--- config.mk ---
export PLATFORM = sky130hd
export DESIGN_NAME = ht_res_collector_flat
export DESIGN_NICKNAME = d
export VERILOG_FILES = /design/src/rtl/hash_table_pkg.sv /design/src/rtl/ht_res_if.sv /design/src/rtl/ht_res_fifo.sv /design/src/rtl/ht_res_collector.sv /design/src/flat_wrapper.sv
export SDC_FILE = /design/constraint.sdc
export NUM_CORES = 1
export LEC_CHECK = 0
export ABC_AREA = 1
export ABC_CLOCK_PERIOD_IN_PS = 5400
export CORE_ASPECT_RATIO = 0.5
export CORE_UTILIZATION = 49
export CTS_CLUSTER_DIAMETER = 120
export DETAILED_ROUTE_END_ITERATION = 10
export PLACE_DENSITY = 0.78
export SETUP_SLACK_MARGIN = 0.02
export SYNTH_ARGS = -nofsm -noshare
export SYNTH_HDL_FRONTEND = slang
export SYNTH_HIERARCHICAL = 1
export SYNTH_SLANG_ARGS = --single-unit
--- constraint.sdc ---
create_clock -name clk_i -period 5.4 [get_ports clk_i]
set_input_delay 0.54 -clock clk_i [delete_from_list [all_inputs] [get_ports clk_i]]
set_output_delay 0.54 -clock clk_i [all_outputs]
set_load 0.005 [all_outputs]
--- src/rtl/hash_table_pkg.sv ---
// Shared hash-table result types: command/result-code enums and the packed result word.
package hash_table;

    localparam int unsigned KEY_WIDTH    = 32;
    localparam int unsigned VALUE_WIDTH  = 16;
    localparam int unsigned NUM_RESCODES = 7;

    typedef enum logic [1:0] {
        SEARCH = 2'd0,
        INSERT = 2'd1,
        DELETE = 2'd2,
        NOP    = 2'd3
    } ht_cmd_t;

    // Encoding 3'd7 is unused; it reaches only the total counter.
    typedef enum logic [2:0] {
        SEARCH_FOUND                     = 3'd0,
        SEARCH_NOT_FOUND                 = 3'd1,
        INSERT_SUCCESS                   = 3'd2,
        INSERT_SUCCESS_SAME_KEY          = 3'd3,
        INSERT_NOT_SUCCESS_TABLE_IS_FULL = 3'd4,
        DELETE_SUCCESS                   = 3'd5,
        DELETE_NOT_SUCCESS_NO_ENTRY      = 3'd6
    } ht_rescode_t;

    typedef struct packed {
        ht_cmd_t                 cmd;
        logic [KEY_WIDTH-1:0]    key;
        logic [VALUE_WIDTH-1:0]  value;
        ht_rescode_t             rescode;
    } ht_result_t;

endpackage

--- src/rtl/ht_res_if.sv ---
// Hash-table result stream: valid/ready handshake carrying one result per beat.
interface ht_res_if;
    import hash_table::*;

    logic                    valid;
    logic                    ready;
    ht_cmd_t                 cmd;
    logic [KEY_WIDTH-1:0]    key;
    logic [VALUE_WIDTH-1:0]  value;
    ht_rescode_t             rescode;

    modport consumer (input valid, cmd, key, value, rescode, output ready);
    modport producer (output valid, cmd, key, value, rescode, input ready);
endinterface

--- src/rtl/ht_res_fifo.sv ---
// First-word-fall-through result FIFO; head entry is read combinationally from storage.
module ht_res_fifo
    import hash_table::*;
#(
    parameter int unsigned DEPTH = 16
) (
    input  logic                   clk,
    input  logic                   rst,
    input  logic                   wr_en,
    input  ht_result_t             wr_data,
    input  logic                   rd_en,
    output ht_result_t             rd_data,
    output logic [$clog2(DEPTH):0] level
);

    localparam int unsigned PTR_W = $clog2(DEPTH);
    localparam int unsigned LVL_W = PTR_W + 1;

    ht_result_t       mem [DEPTH];
    logic [PTR_W-1:0] wr_ptr;
    logic [PTR_W-1:0] rd_ptr;
    logic             do_wr;
    logic             do_rd;

    assign do_wr   = wr_en && (level != LVL_W'(DEPTH));
    assign do_rd   = rd_en && (level != '0);
    assign rd_data = mem[rd_ptr];

    // Power-of-two depth lets the pointers wrap by natural overflow.
    always_ff @(posedge clk) begin
        if (rst) begin
            wr_ptr <= '0;
            rd_ptr <= '0;
            level  <= '0;
        end else begin
            if (do_wr) wr_ptr <= wr_ptr + PTR_W'(1);
            if (do_rd) rd_ptr <= rd_ptr + PTR_W'(1);
            unique case ({do_wr, do_rd})
                2'b10:   level <= level + LVL_W'(1);
                2'b01:   level <= level - LVL_W'(1);
                default: level <= level;
            endcase
        end
    end

    // Storage is deliberately left unreset.
    always_ff @(posedge clk) begin
        if (do_wr) mem[wr_ptr] <= wr_data;
    end

endmodule

--- src/rtl/ht_res_collector.sv ---
// Buffers hash-table results for host readout and keeps saturating per-result-code statistics.
module ht_res_collector
    import hash_table::*;
#(
    parameter int unsigned DEPTH     = 16,
    parameter int unsigned CNT_WIDTH = 32
) (
    input  logic                    clk_i,
    input  logic                    rst_i,
    ht_res_if.consumer              ht_res_in,
    input  logic                    rd_req_i,
    output logic                    rd_valid_o,
    output ht_cmd_t                 rd_cmd_o,
    output logic [KEY_WIDTH-1:0]    rd_key_o,
    output logic [VALUE_WIDTH-1:0]  rd_value_o,
    output ht_rescode_t             rd_rescode_o,
    output logic [$clog2(DEPTH):0]  level_o,
    input  logic                    clr_stats_i,
    output logic [CNT_WIDTH-1:0]    cnt_o [NUM_RESCODES],
    output logic [CNT_WIDTH-1:0]    cnt_total_o
);

    localparam int unsigned LVL_W = $clog2(DEPTH) + 1;
    localparam logic [CNT_WIDTH-1:0] CNT_MAX = '1;

    logic       ready;
    logic       push;
    logic       pop;
    ht_result_t wr_word;
    ht_result_t head;

    assign ready           = !rst_i && (level_o < LVL_W'(DEPTH));
    assign ht_res_in.ready = ready;
    assign push            = ht_res_in.valid && ready;
    assign rd_valid_o      = (level_o != '0);
    assign pop             = rd_req_i && rd_valid_o;

    assign wr_word = '{cmd: ht_res_in.cmd, key: ht_res_in.key,
                       value: ht_res_in.value, rescode: ht_res_in.rescode};

    ht_res_fifo #(.DEPTH(DEPTH)) u_fifo (
        .clk     (clk_i),
        .rst     (rst_i),
        .wr_en   (push),
        .wr_data (wr_word),
        .rd_en   (pop),
        .rd_data (head),
        .level   (level_o)
    );

    assign rd_cmd_o     = head.cmd;
    assign rd_key_o     = head.key;
    assign rd_value_o   = head.value;
    assign rd_rescode_o = head.rescode;

    // Clear wins over history but still counts an accept in the same cycle.
    always_ff @(posedge clk_i) begin
        if (rst_i) begin
            for (int unsigned i = 0; i < NUM_RESCODES; i++) cnt_o[i] <= '0;
            cnt_total_o <= '0;
        end else begin
            for (int unsigned i = 0; i < NUM_RESCODES; i++) begin
                if (clr_stats_i)
                    cnt_o[i] <= (push && 32'(ht_res_in.rescode) == i) ? CNT_WIDTH'(1) : '0;
                else if (push && 32'(ht_res_in.rescode) == i && cnt_o[i] != CNT_MAX)
                    cnt_o[i] <= cnt_o[i] + CNT_WIDTH'(1);
            end
            if (clr_stats_i)
                cnt_total_o <= push ? CNT_WIDTH'(1) : '0;
            else if (push && cnt_total_o != CNT_MAX)
                cnt_total_o <= cnt_total_o + CNT_WIDTH'(1);
        end
    end

endmodule

--- src/flat_wrapper.sv ---
// flat-port wrapper written by rule: the top's interface ports become plain ports
module ht_res_collector_flat import hash_table::*;
#(
    parameter int unsigned DEPTH     = 16,
    parameter int unsigned CNT_WIDTH = 32
)
  (clk_i, rst_i, rd_req_i, rd_valid_o, rd_cmd_o, rd_key_o, rd_value_o, rd_rescode_o, level_o, clr_stats_i, cnt_o, cnt_total_o, ht_res_in_valid, ht_res_in_cmd, ht_res_in_key, ht_res_in_value, ht_res_in_rescode, ht_res_in_ready);
  ht_res_if ht_res_in_i ();
  input  logic clk_i;
  input  logic rst_i;
  input  logic rd_req_i;
  output logic rd_valid_o;
  output ht_cmd_t rd_cmd_o;
  output logic [KEY_WIDTH-1:0] rd_key_o;
  output logic [VALUE_WIDTH-1:0] rd_value_o;
  output ht_rescode_t rd_rescode_o;
  output logic [$clog2(DEPTH):0] level_o;
  input  logic clr_stats_i;
  output logic [CNT_WIDTH-1:0] cnt_o[NUM_RESCODES];
  output logic [CNT_WIDTH-1:0] cnt_total_o;
  input wire logic [$bits(ht_res_in_i.valid)-1:0] ht_res_in_valid;
  input wire logic [$bits(ht_res_in_i.cmd)-1:0] ht_res_in_cmd;
  input wire logic [$bits(ht_res_in_i.key)-1:0] ht_res_in_key;
  input wire logic [$bits(ht_res_in_i.value)-1:0] ht_res_in_value;
  input wire logic [$bits(ht_res_in_i.rescode)-1:0] ht_res_in_rescode;
  output wire logic [$bits(ht_res_in_i.ready)-1:0] ht_res_in_ready;
  assign ht_res_in_i.valid = ht_res_in_valid;
  assign ht_res_in_i.cmd = ht_res_in_cmd;
  assign ht_res_in_i.key = ht_res_in_key;
  assign ht_res_in_i.value = ht_res_in_value;
  assign ht_res_in_i.rescode = ht_res_in_rescode;
  assign ht_res_in_ready = ht_res_in_i.ready;
  ht_res_collector #(.DEPTH(DEPTH), .CNT_WIDTH(CNT_WIDTH)) u_core (.clk_i(clk_i), .rst_i(rst_i), .ht_res_in(ht_res_in_i), .rd_req_i(rd_req_i), .rd_valid_o(rd_valid_o), .rd_cmd_o(rd_cmd_o), .rd_key_o(rd_key_o), .rd_value_o(rd_value_o), .rd_rescode_o(rd_rescode_o), .level_o(level_o), .clr_stats_i(clr_stats_i), .cnt_o(cnt_o), .cnt_total_o(cnt_total_o));
endmodule
==> flow_summary.yaml, run 1 <==
synth:
  syn_inst: 4874
  synthSimpleGateAreaFrac: 0.156
  synthesis.nets: 4948
  ys_seq_elements: 1121
  synth_compound_gate_area_share: 0.114
  syn_area_per_cell_um2: 10.2
  synthAdderAreaFrac: 0.00402
  syn_area_mm2: 0.0497
  synth_xor_area_frac: 0.00370
  ys.flop_type: "edfxtp_1"
  synth_top_area_share: 0.512
  synth_cell_types: 53
  synth_top_cell_by_area: "edfxtp_1"
  synth_top_family_by_area: "simple AND/OR/NAND/NOR gates"
  yosys_warnings: 6
  async_flop_share: 0
  ys_top_cells_by_area: "edfxtp_1 (51%), dfxtp_1 (11%), nand2_1 (5.8%)"
  synth-edff-count: 848
  synth.area.mux_share: 0.0427
  yosysSeqAreaShare: 0.622
timing:
  fin_setup_tns_ps: 0
  final-hold-violation-count: 0
  finalCritPeriodShare: 0.775
  finalSetupViolCount: 0
  fmax_mhz: 239
  period_needed_ps: 4190
  slew_viol_final: 0
  rsz0062_at_grt: "no"
  tightest_slew_ps: 1170
  slew_headroom: 0.217
  final.setup_skew_ps: 57.1
worst_hold_path:
  hold_path.class: "input port to flip-flop"
detailed_routing:
  dr.pass1.iters: 8
  vias: 37700
  drtIter0Drc: 4015
  antenna_left: 0
  wl_per_cell_um: 20.2
  drt-total-wl_um: 133000
  vias_per_cell: 5.71
  drc: 0
finish:
  fin_cells: 6606
  final_common_cell: "edfxtp_1"
  nNetsFinal: 5249
  syn2layout_area_growth_pct: 17.0
  drive_above_1_share: 0.0591
  final_cell_mix: "edfxtp_1 (848), nand2_1 (775), nor2_1 (558)"
  fill_cells: 8058
place:
  dp_hpwl_um: 81900
  place_inst: 6418
  portBuffers: 373
  finalWeightedCongestion: 0.915
cts:
  post_cts_buffers: 0
  clk_pin_slew_ps: 70
  cts_sinks: 1121
  cts_resized: 0
  cts.hold.buffers_added: 0
  cts_root_buffer: "clkbuf_16"
  numCtsBuffers: 99
  htree_num_levels: 3
  clk_latency_ps: 720
  ctsLongestPathBuffers: 3
  cts_tree: "built"
floorplan:
  die_w_um: 453
  core-area_mm2: 0.100
  start_util: 0.496
  die_area_mm2: 0.103
  die_y_um: 227
  io_pins: 374
  rows: 82
flow_run:
  maxCapViolations: 0
global_route:
  grtUsageMet2: 0.431
  grt_use_met3: 0.0398
  overflow: 0
  grt_max_degree: 198
  grt_pass1_wl_um: 200000
  busiest_layer: "met2"
  use_met1: 0.319
  grt_util_all_layers: 0.250
  antenna_found_initial: 4
  grt_pass1_vias: 35500
power_and_ir_drop:
  powerDensity_mw_per_mm2: 368
  ir_worst_vdd_v: 0.000345
  p_leak_nw: 18.9
critical_path:
  critPathRequiredTime_ps: 4860
  startpoint_type: "flip-flop"
  worst-setup-path-type: "flip-flop to primary output"
  endpoint_kind: "primary output"
  worstPathArrival_ps: 3650
  cp_max_fo: 55
outcome:
  status: "finished, final reports clean"
==> sequential cells by signal, summed over array words and instances, names as in the netlist, named ones only <==
signal,cells
u_core/u_fifo/mem,848
u_core/cnt_o,224
u_core/cnt_total_o,32
u_core/u_fifo/level,5
u_core/u_fifo/rd_ptr,4
u_core/u_fifo/wr_ptr,4
==> worst max-delay path, cell delays in order, from the launching register on <==
cell	delay, ps
dfxtp_4	830
inv_2	510
buf_4	430
o211ai_1	160
nand3_1	220
nand2_1	220
clkdlybuf4s50_1	520
==> final cells by class <==
cell class / instances / area [um^2] / area share
flip-flops and latches: 1121 / 30900 / 0.532
multi-input cells: 3071 / 16100 / 0.276
repair buffers: 424 / 4310 / 0.0741
clock buffers: 116 / 2600 / 0.0447
inverters: 458 / 1730 / 0.0297
well taps: 1344 / 1680 / 0.0289
clock inverters: 68 / 822 / 0.0141
diodes: 4 / 10.0 / 0.000172
==> synth_stat cells (all sizes together), types with 3 or more instances <==
cell      n
a211oi    5
a21oi   393
and2      6
and3      4
buf     121
clkbuf  103
dfxtp   273
edfxtp  848
ha       16
inv     457
mux2i   212
nand2   804
nand3   284
nand3b    6
nand4    44
nor2    599
nor3     40
nor3b    16
nor4      4
o211ai  212
o21a      5
o21ai   383
o21bai    3
or2       5
xnor2     9
xor2     12
==> layer usage <==
layer | share of wire | vias up
met1 | 0.40 | 18300
met3 | 0.074 | 267
met5 | 0 | -
met4 | 0.035 | 0
met2 | 0.49 | 1663
li1 | - | 17500
==> path summary, 6_finish.rpt <==
| kind | startpoint | slack (ps) | end | depth (start not counted) |
|---|---|---|---|---|
| setup / recovery | flip-flop | 1210 | rd_value_o[5] | 6 |
| hold / removal | rst_i | 380 | u_core/u_fifo/level[0] | 3 |
| setup reg to reg | u_core/u_fifo/level[4] | 2140 | u_core/u_fifo/mem[9][42] | 9 |
| hold reg to reg | u_core/cnt_o[213] | 510 | u_core/cnt_o[213] | 2 |
==> report_power, final <==
part	switching, mW	leakage, nW	total [mW]	internal [mW]
Combinational	2.51	7.39	4.30	1.78
Clock	3.30	1.66	7.50	4.20
Sequential	0.199	9.84	9.60	9.40
Total	6.01	18.9	21.4	15.4
==> stage by stage <==
| stage | power [mW] | util | worst slack, ps | hold slack [ps] | area (um^2) |
|---|---|---|---|---|---|
| floorplan | 12.6 | - | 1280 | 474 | 49700 |
| finish | 21.4 | 0.580 | 1210 | 379 | 58200 |
| global placement | 13.9 | 0.546 | 1850 | 481 | 54700 |
| detailed placement | 14.0 | 0.546 | 1710 | 490 | 54700 |
| global route | 22.2 | 0.580 | 1060 | 362 | 58200 |
| CTS | 21.5 | 0.580 | 1190 | 328 | 58200 |
==> kinds of logic (layout without fill, tap and decap cells) <==
group / after synthesis / count (layout)
DFF: 1121 / 1121
xor gates and xnor gates: 21 / 21
buffers and inverters: 682 / 1066
other: 0 / 4
muxes: 212 / 212
and+or+nand+nor: 1815 / 1815
adders and majority gates: 16 / 16
AOI/OAI and AO/OA: 1007 / 1007
No activity file was read; power rests on OpenSTA's default activity.
==> inputs of run 2 (changes only) <==
ABC_CLOCK_PERIOD_IN_PS = 3650   (was 5400)
PLACE_DENSITY = 0.8   (was 0.78)
clock period = 3.65 ns   (was 5.4 ns; I/O delays follow)
==> run 2 against run 1 <==
Net effect:
- clock-buffer cell count grew 15
- global-route usage grew 0.26 points
- via count grew 0.43%
- critical endpoint is now rd_key_o[7]
- highest routed layer is now met5
- critical path type unchanged
==> flow_summary.yaml, run 2 (synthesis results as in run 1) <==
place:
  finalWeightedCongestion: 0.913
  place_inst: 6441
  dp_hpwl_um: 81000
  dpl_cell_area_mm2: 0.0550
  portBuffers: 373
cts:
  ctsLongestPathBuffers: 3
  clk_latency_ps: 710
  htree_num_levels: 3
  cts.hold.buffers_added: 0
  cts_root_buffer: "clkbuf_16"
  clk_pin_slew_ps: 70
  cts_sinks: 1121
  cts_tree: "built"
  numCtsBuffers: 96
worst_hold_path:
  hold_path.class: "input port to flip-flop"
  hp-start: "rst_i"
  min_path_cells: 3
  min_delay_worst_endpoint: "u_core/cnt_o[113]"
finish:
  fin_util: 0.581
  largest_register_ffs: 848
  final_cell_mix: "edfxtp_1 (848), nand2_1 (775), nor2_1 (558)"
  final_common_cell: "edfxtp_1"
  nNetsFinal: 5272
  finalInstanceArea_mm2: 0.0583
  drive_above_1_share: 0.0605
  fin_cells: 6623
  regMostFlops: "u_core/u_fifo/mem"
  top_regs: "u_core/u_fifo/mem x848, u_core/cnt_o x224, u_core/cnt_total_o x32"
  syn2layout_area_growth_pct: 17.2
global_route:
  grt_max_degree: 213
  grt_util_all_layers: 0.252
  overflow: 0
  grt_pass1_wl_um: 203000
  grt_pass1_vias: 36100
  antenna_found_initial: 5
detailed_routing:
  vias_per_cell: 5.72
  vias: 37900
  wl_per_cell_um: 20.3
  drtIter0Drc: 4095
  drc: 0
  antenna_left: 0
  drt-total-wl_um: 135000
  dr.pass1.iters: 6
timing:
  final-hold-violation-count: 0
  tightest_slew_ps: 989
  slew_headroom: 0.340
  rsz0062_at_grt: "no"
  period_needed_ps: 3440
  finalCritPeriodShare: 0.942
  finalSetupViolCount: 0
  final.setup_skew_ps: 51.1
  slew_viol_final: 0
  fmax_mhz: 291
flow_run:
  maxCapViolations: 0
floorplan:
  start_util: 0.496
  die_w_um: 453
  rows: 82
  die_area_mm2: 0.103
  die_y_um: 227
  core-area_mm2: 0.100
  io_pins: 374
critical_path:
  rrSetupSlack_ps: 660
  critPathRequiredTime_ps: 3280
  timing.rr.end: "u_core/u_fifo/mem[15][22]"
  cp_max_fo: 19
  worstPathArrival_ps: 3070
  reg2reg_depth: 8
  r2r-start: "u_core/u_fifo/level[4]"
  worst-setup-path-type: "flip-flop to primary output"
  startpoint_type: "flip-flop"
  endpoint_kind: "primary output"
outcome:
  status: "finished, final reports clean"
power_and_ir_drop:
  powerDensity_mw_per_mm2: 536
  ir_worst_vdd_v: 0.000427
  p_leak_nw: 18.9
run 2: cell types whose count changed in the layout (fill, tap and decap cells not counted), moves of 2 or more:
cell / previous run / this run
inv_6: 4 / 1
buf_4: 35 / 48
buf_16: 0 / 2
clkinv_1: 19 / 12
clkinv_8: 2 / 0
buf_12: 16 / 25
clkinv_2: 19 / 14
clkinvlp_2: 2 / 0
clkinv_4: 1 / 3
bufinv_16: 15 / 8
clkbuf_1: 12 / 29
run 2: worst max-delay path by stage:
stage	from	end	slack (ps)	cells past startpoint
detailed placement	ht_res_in_valid	u_core/u_fifo/mem[15][37]	500	8
global route	flip-flop	rd_key_o[7]	110	8
floorplan	rst_i	u_core/u_fifo/mem[11][0]	-300	8
global placement	ht_res_in_valid	u_core/u_fifo/mem[15][37]	560	8
CTS	flip-flop	rd_key_o[28]	100	7
finish	flip-flop	rd_key_o[7]	210	8
run 2: routing by layer:
layer / track usage / routed length, um
met3: 0.0418 / 10300
met5: 0 / 13
met1: 0.318 / 53000
met4: 0.0973 / 5070
met2: 0.438 / 66200
run 2: cell type report:
| type | instances | area, um^2 |
|---|---|---|
| Multi-Input combinational cell | 3071 | 16100 |
| Antenna cell | 3 | 7.51 |
| Sequential cell | 1121 | 30900 |
| Inverter | 458 | 1730 |
| Fill cell | 7993 | 42100 |
| Clock buffer | 131 | 2620 |
| Clock inverter | 45 | 548 |
| Timing Repair Buffer | 450 | 4680 |
| Tap cell | 1344 | 1680 |
run 2: report_power, final:
part	internal (mW)	switching, mW	total (mW)	leakage (nW)
Clock	5.65	4.74	10.4	1.52
Sequential	13.9	0.203	14.1	9.84
Combinational	2.83	3.89	6.73	7.58
run 2: repair_timing:
action | CTS | global route
setup buffers | 1 | 1
setup endpoints to repair | 3 | 16
gates cloned | 0 | 1
resized for setup | 0 | 1
run 2: per-stage QoR:
step                total power [mW]  setup slack (ps)  setup TNS (ps)  hold slack (ps)
finish                          31.2               211               0              149
global placement                20.7               564               0              483
global route                    32.5               109               0              112
floorplan                       18.6              -298         -156720              464
CTS                             31.3               102               0             88.3
detailed placement              20.9               502               0              500
run 2: critical path: stages (launching register included):
cell and delay, ps:
dfxtp_4 650, buf_16 240, buf_8 200, buf_4 200, mux2i_1 80, o211ai_1 150
nand3_1 110, nand2_1 190, clkdlybuf4s50_1 530
